==> src/rtl/ch4_noise_gen_pkg.sv <==
// Shared constants and register-field views for the channel-4 noise voice.
package apu_ch4_pkg;

    localparam logic [14:0] LFSR_SEED = 15'h7FFF;
    localparam logic [3:0]  VOL_MAX   = 4'hF;

    typedef struct packed {
        logic [3:0] shift;
        logic       width;
        logic [2:0] divisor;
    } ch4_nr43_t;

    typedef struct packed {
        logic [3:0] vol;
        logic       dir;
        logic [2:0] period;
    } ch4_nr42_t;

endpackage

==> src/rtl/ch4_noise_gen_if.sv <==
// Decoded register-block fields and trigger/expiry strobes for channel 4.
interface ch4_noise_gen_if;

    logic       ch4_restart;
    logic [7:0] ff21_d;
    logic [7:0] ff22_d;
    logic       ff23_d6;
    logic       fugo_q;

    modport master (
        output ch4_restart,
        output ff21_d,
        output ff22_d,
        output ff23_d6,
        output fugo_q
    );

    modport slave (
        input ch4_restart,
        input ff21_d,
        input ff22_d,
        input ff23_d6,
        input fugo_q
    );

endinterface

==> src/rtl/ch4_noise_gen_envelope.sv <==
// Channel-4 volume envelope: volume register, period counter, saturation.
module ch4_envelope
    import apu_ch4_pkg::*;
#(
    parameter int VOL_W = 4
) (
    input  logic             clk_i,
    input  logic             rst_i,
    input  logic             env_tick_i,
    ch4_noise_gen_if.slave   bus,
    output logic [VOL_W-1:0] vol_o
);

    ch4_nr42_t        nr42;
    logic [VOL_W-1:0] vol_q, vol_d;
    logic [2:0]       cnt_q, cnt_d;
    logic             at_max, at_min;

    assign nr42   = bus.ff21_d;
    assign at_max = (vol_q == VOL_W'(VOL_MAX));
    assign at_min = (vol_q == '0);
    assign vol_o  = vol_q;

    always_comb begin
        vol_d = vol_q;
        cnt_d = cnt_q;
        if (bus.ch4_restart) begin
            vol_d = VOL_W'(nr42.vol);
            cnt_d = nr42.period;
        end else if (env_tick_i && nr42.period != 3'd0) begin
            // A counter of 0 (post reset) expires on the first tick too
            if (cnt_q <= 3'd1) begin
                cnt_d = nr42.period;
                if (nr42.dir && !at_max) begin
                    vol_d = vol_q + 1'b1;
                end else if (!nr42.dir && !at_min) begin
                    vol_d = vol_q - 1'b1;
                end
            end else begin
                cnt_d = cnt_q - 3'd1;
            end
        end
    end

    always_ff @(posedge clk_i) begin
        if (rst_i) begin
            vol_q <= '0;
            cnt_q <= '0;
        end else begin
            vol_q <= vol_d;
            cnt_q <= cnt_d;
        end
    end

endmodule

==> src/rtl/ch4_noise_gen.sv <==
// Channel-4 noise voice: divider, 15/7-bit LFSR, envelope, active flag.
// CH4_DEBUG_PORTS_EN adds lfsr_q, vol_q and lfsr_clk_pulse outputs.
module ch4_noise_gen
    import apu_ch4_pkg::*;
#(
    parameter int LFSR_W      = 15,
    parameter int VOL_W       = 4,
    parameter int SHIFT_CNT_W = 14
) (
    input  logic             clk,
    input  logic             apu_reset,
    input  logic             tick_1m,
    input  logic             env_tick_64hz,
    input  logic             ch4_restart,
    input  logic [7:0]       ff21_d,
    input  logic [7:0]       ff22_d,
    input  logic             ff23_d6,
    input  logic             fugo_q,
    output logic [VOL_W-1:0] ch4_amp,
    output logic             ch4_active,
    output logic             ch4_dac_en
`ifdef CH4_DEBUG_PORTS_EN
    ,
    output logic [14:0]      lfsr_q,
    output logic [3:0]       vol_q,
    output logic             lfsr_clk_pulse
`endif
);

    ch4_noise_gen_if u_bus ();

    assign u_bus.ch4_restart = ch4_restart;
    assign u_bus.ff21_d      = ff21_d;
    assign u_bus.ff22_d      = ff22_d;
    assign u_bus.ff23_d6     = ff23_d6;
    assign u_bus.fugo_q      = fugo_q;

    ch4_nr43_t              nr43;
    logic [3:0]             div_q, div_d;
    logic [3:0]             div_rld;
    logic [SHIFT_CNT_W-1:0] pre_q, pre_d, pre_inc;
    logic [15:0]            pre_fall;
    logic [LFSR_W-1:0]      sr_q, sr_d, sr_next;
    logic                   fb;
    logic                   lfsr_step;
    logic                   act_q, act_d;
    logic                   fugo_prev_q;
    logic                   fugo_rise;
    logic [VOL_W-1:0]       amp_q, amp_d;
    logic [VOL_W-1:0]       env_vol;

    assign nr43       = u_bus.ff22_d;
    assign ch4_dac_en = |u_bus.ff21_d[7:3];
    assign ch4_active = act_q & ch4_dac_en;
    assign ch4_amp    = amp_q;
    assign fugo_rise  = u_bus.fugo_q & ~fugo_prev_q;

    // Base period is 2*r ticks, r = 0 counts as one tick
    assign div_rld  = (nr43.divisor == 3'd0) ? 4'd0
                    : {nr43.divisor, 1'b0} - 4'd1;
    assign pre_inc  = pre_q + 1'b1;
    assign pre_fall = 16'(pre_q & ~pre_inc);

    assign fb = sr_q[0] ^ sr_q[1];

    always_comb begin
        sr_next = {fb, sr_q[LFSR_W-1:1]};
        if (nr43.width) begin
            sr_next[6] = fb;
        end
    end

    always_comb begin
        div_d     = div_q;
        pre_d     = pre_q;
        sr_d      = sr_q;
        lfsr_step = 1'b0;
        if (u_bus.ch4_restart) begin
            div_d = div_rld;
            pre_d = '0;
            sr_d  = LFSR_W'(LFSR_SEED);
        end else if (tick_1m) begin
            if (div_q == 4'd0) begin
                div_d = div_rld;
                pre_d = pre_inc;
                // Shift values past the prescaler width never fall
                lfsr_step = pre_fall[nr43.shift];
                if (lfsr_step) begin
                    sr_d = sr_next;
                end
            end else begin
                div_d = div_q - 4'd1;
            end
        end
    end

    always_comb begin
        priority case (1'b1)
            u_bus.ch4_restart:           act_d = ch4_dac_en;
            !ch4_dac_en:                 act_d = 1'b0;
            fugo_rise && u_bus.ff23_d6:  act_d = 1'b0;
            default:                     act_d = act_q;
        endcase
    end

    always_comb begin
        amp_d = '0;
        if (ch4_active && !sr_q[0]) begin
            amp_d = env_vol;
        end
    end

    always_ff @(posedge clk) begin
        if (apu_reset) begin
            div_q       <= '0;
            pre_q       <= '0;
            sr_q        <= LFSR_W'(LFSR_SEED);
            act_q       <= 1'b0;
            fugo_prev_q <= 1'b0;
            amp_q       <= '0;
        end else begin
            div_q       <= div_d;
            pre_q       <= pre_d;
            sr_q        <= sr_d;
            act_q       <= act_d;
            fugo_prev_q <= u_bus.fugo_q;
            amp_q       <= amp_d;
        end
    end

    ch4_envelope #(
        .VOL_W(VOL_W)
    ) u_env (
        .clk_i      (clk),
        .rst_i      (apu_reset),
        .env_tick_i (env_tick_64hz),
        .bus        (u_bus.slave),
        .vol_o      (env_vol)
    );

`ifdef CH4_DEBUG_PORTS_EN
    assign lfsr_q         = 15'(sr_q);
    assign vol_q          = 4'(env_vol);
    assign lfsr_clk_pulse = lfsr_step;
`endif

endmodule
==> config.mk <==
export PLATFORM = sky130hd
export DESIGN_NAME = ch4_noise_gen
export DESIGN_NICKNAME = d
export VERILOG_FILES = /design/src/rtl/ch4_noise_gen_pkg.sv /design/src/rtl/ch4_noise_gen_if.sv /design/src/rtl/ch4_noise_gen_envelope.sv /design/src/rtl/ch4_noise_gen.sv
export SDC_FILE = /design/constraint.sdc
export NUM_CORES = 1
export LEC_CHECK = 0
export ABC_CLOCK_PERIOD_IN_PS = 2400
export CORE_MARGIN = 10
export CORE_UTILIZATION = 45
export CTS_BUF_LIST = sky130_fd_sc_hd__clkbuf_4
export CTS_CLUSTER_SIZE = 14
export DETAILED_ROUTE_END_ITERATION = 8
export PLACE_DENSITY = 0.69
export SLEW_MARGIN = 20
export SYNTH_ARGS = -nofsm -noshare
export SYNTH_HDL_FRONTEND = slang
export SYNTH_SLANG_ARGS = --single-unit
==> constraint.sdc <==
create_clock -name clk -period 2.4 [get_ports clk]
set_input_delay 0.48 -clock clk [delete_from_list [all_inputs] [get_ports clk]]
set_output_delay 0.48 -clock clk [all_outputs]
set_load 0.01 [all_outputs]
==> results.txt <==
Number of synthesized flops with an enable pin - 0
Worst hold slack - 0.484 ns
Max_slew headroom - 73.9%
Mapped Area - 2620 um^2
Reg area - 926 um^2
Number of diodes - 0
CP Launch Type - register
Placed cell area - 3100 um^2
Failing checks - negative setup slack
Die area - 9260 um^2
CP Cell Sequence - ha_4 > and3_4 > and2_4 > nand2_4 > nor3_2 > ha_2 > mux4_2 > a221oi_4 > a211oi_4 > buf_6 > buf_12 > nor3_4 > a21oi_4
PwrDens - 456 nW/um^2
Logic pwr share - 21.7%
PnR worst setup slack - -0.112 ns
CP Capture Type - register
Compound-cell area share of the yosys netlist - 16.2%
Largest family of logic cells by synthesized area - simple AND/OR/NAND/NOR gates
Xor/xnor share of the synthesized area - 1.34%
Initial Utilization - 46.9%
Share of flip-flops with an asynchronous set or reset - 0%
Largest net degree at the start of global routing - 44
Fillers - 509
Final Setup Violations - 15
GP Congestion - 0.859
Total power - 1.53 mW
CP max-delay cell - mux4_2
Clock power share - 24.7%
Tot GR Track Use - 12.9%
H-tree Lvls - 2
Clock sinks - 46
IO buf count - 28
Status - complete, but fails checks
Mux contribution to synthesized area - 6.12%
Worst Path Required - 2.67 ns
Flop pwr share - 53.6%
Sw frac - 29.3%
Vias in the first global route - 2145
Row Count - 27
Slew @ Worst Pin - 0.390 ns
Adder-Cell Fraction of Synth Area - 10.3%
Vias post-DR - 2178
FF+latch count, synth - 46
Main synth FF type - dfxtp_1
Post-Syn Nets - 339
Vias per cell - 5.25
Ports - 29
Pre-CTS WS - -0.137 ns
Die width - 96.3 um
Core Area - 5570 um^2
Net Switching - 0.449 mW
Critical path fanouts, max - 8
Int Power - 1.08 mW
Gr ovfl total - 0
Synthesized area per cell - 8.87 um^2
Vert. Die Dim - 96.3 um
Crit path DAT - 2.78 ns
Final Cell Area - 3370 um^2
Fin. Hold Viols - 0
Initial antenna violation count - 0
Clk slew on worst S/H paths - 0.13 ns
Max IR drop VDD - 0.291 mV
Clock Skew - 0.0147 ns
Routed wire length - 5.51 mm
Per-cell routed wire length - 13.3 um
Synth Area in Simple Gates - 25.5%
CTS Buffer Depth - 2
Clock insertion delay at the later pin of the skew report - 0.37 ns
YS warnings - 0
Nets - 386
First-pass iteration count of the detailed router - 4
Initial DRC Count - 88
Antenna-violating nets left - 0
Distinct cells, synth - 51
Post-route setup TNS - -0.880 ns
Total of max-cap violations - 0
Area growth from synthesis to layout - 28.7%
Setup CP Type - reg -> reg
CP max stage delay - 0.48 ns
Multi-input logic area - 1700 um^2
Final slew viol count - 0
Unrepaired setup endpoints after global routing - true
Crit path buf inv count - 2
Leak - 1.37 nW
Cells after Synth - 295
Layout cell share with drive strength beyond 1 - 25.7%
Seq/Total Area, Yosys - 35.2%
DPL Wire Length - 3.84 mm
CTS tree - done
Maximum clock rate - 398 MHz
Inserted Clock Buffers - 5
Period utilisation layout - 105%
Cell family with most CP delay - simple AND/OR/NAND/NOR gates
Tmin final - 2.51 ns
Clk root buf - clkbuf_4
Post-route DRC violation count - 0
Hold Crit Class - reg -> reg
First-pass GRT wire length - 9.70 mm
==> per-stage QoR <==
stage	util, %	cells
after global placement	55.6	402
after floorplan	-	295
after global routing	60.4	415
after detailed placement	55.6	402
after CTS	60.1	414
final	60.4	415
==> power by group through the flow <==
stage / clock network (mW) / registers (mW) / logic (mW)
2_1_floorplan: 0 / 0.830 / 0.201
3_3_place_gp: 0 / 0.837 / 0.309
3_5_place_dp: 0 / 0.838 / 0.314
4_1_cts: 0.400 / 0.823 / 0.336
5_1_grt: 0.423 / 0.829 / 0.372
6_report: 0.379 / 0.822 / 0.333
==> worst reg2reg max path: stages (launching register included) <==
cell,delay [ns]
dfxtp_2,0.36
ha_4,0.16
and3_4,0.14
and2_4,0.14
nand2_4,0.07
nor3_2,0.05
ha_2,0.16
mux4_2,0.48
a221oi_4,0.32
a211oi_4,0.08
buf_6,0.15
buf_12,0.14
nor3_4,0.14
a21oi_4,0.04
==> flip-flops by register name, summed over array words and instances (netlist names) <==
| signal | count |
|---|---|
| div_q | 4 |
| fugo_prev_q | 1 |
| pre_q | 14 |
| ch4_amp | 4 |
| sr_q | 15 |
| u_env.vol_o | 4 |
| u_env.cnt_q | 3 |
| act_q | 1 |
==> kinds of logic after synthesis <==
logic type,count (synthesis)
AND/OR/NAND/NOR,129
buffers and inverters,26
adder cells (fa/ha/maj),21
XOR/XNOR,4
multiplexers,11
flip-flops,46
AO/OA/AOI/OAI,58
==> worst paths after layout <==
| kind | from | to | slack (ns) | cells past startpoint |
|---|---|---|---|---|
| min reg2reg | pre_q[13] | pre_q[13] | 0.48 | 2 |
| min | pre_q[13] | pre_q[13] | 0.48 | 2 |
| max | pre_q[0] | sr_q[9] | -0.11 | 13 |
| max reg2reg | pre_q[0] | sr_q[9] | -0.11 | 13 |
==> metal layers <==
metal	vias up	GRT usage [%]	part of all wire (%)
li1	1128	-	-
met1	1012	16.2	50
met2	32	20.0	43
met3	6	4.28	5.0
met4	0	4.79	1.5
met5	-	0	0
==> cell usage in the layout, fill, tap and decap left out, types with 10 or more instances in the layout <==
| cell type | netlist | final |
|---|---|---|
| a21oi_1 | 21 | 21 |
| nand2_1 | 41 | 40 |
| inv_1 | 11 | 11 |
| dfxtp_1 | 46 | 42 |
| a21oi_2 | 14 | 13 |
| clkdlybuf4s50_1 | 0 | 27 |
| nor3_4 | 0 | 10 |
| buf_4 | 2 | 21 |
| ha_1 | 20 | 17 |
| nor2_1 | 35 | 34 |
==> final cells by class <==
cell class | instances | share of cell area (%)
multi-input cells | 223 | 50.5
repair buffers | 55 | 16.4
well taps | 72 | 2.68
clock buffers | 6 | 1.34
inverters | 11 | 1.23
flip-flops and latches | 46 | 27.5
clock inverters | 2 | 0.409
==> synthesized netlist by cell type (all sizes together), types with 2 or more instances <==
library cell	number	area, um^2
and2	3	18.8
nand2b	2	12.5
a21oi	35	228
mux2i	4	40.0
o21ai	4	20.0
or3	2	12.5
a211oi	4	35.0
or2	2	12.5
nand2	41	154
ha	20	250
mux2	4	45.0
xor2	2	17.5
nor2b	3	18.8
inv	11	41.3
nand3b	3	22.5
nand4	2	12.5
dfxtp	46	921
nor3	23	190
xnor2	2	17.5
mux4	3	75.1
buf	9	75.1
clkbuf	6	22.5
and3	10	62.6
a31oi	3	25.0
nor2	35	131
==> what timing repair did <==
action / in CTS / in global routing
hold endpoints to repair: 0 / 0
resized for setup: 25 / 9
hold buffers: 0 / 0
endpoints found under the setup margin: 16 / 16
cloned: 2 / 0
pin swaps: 8 / 5
buffers inserted: 2 / 3
Note: power is estimated with default switching activity, not from simulation.
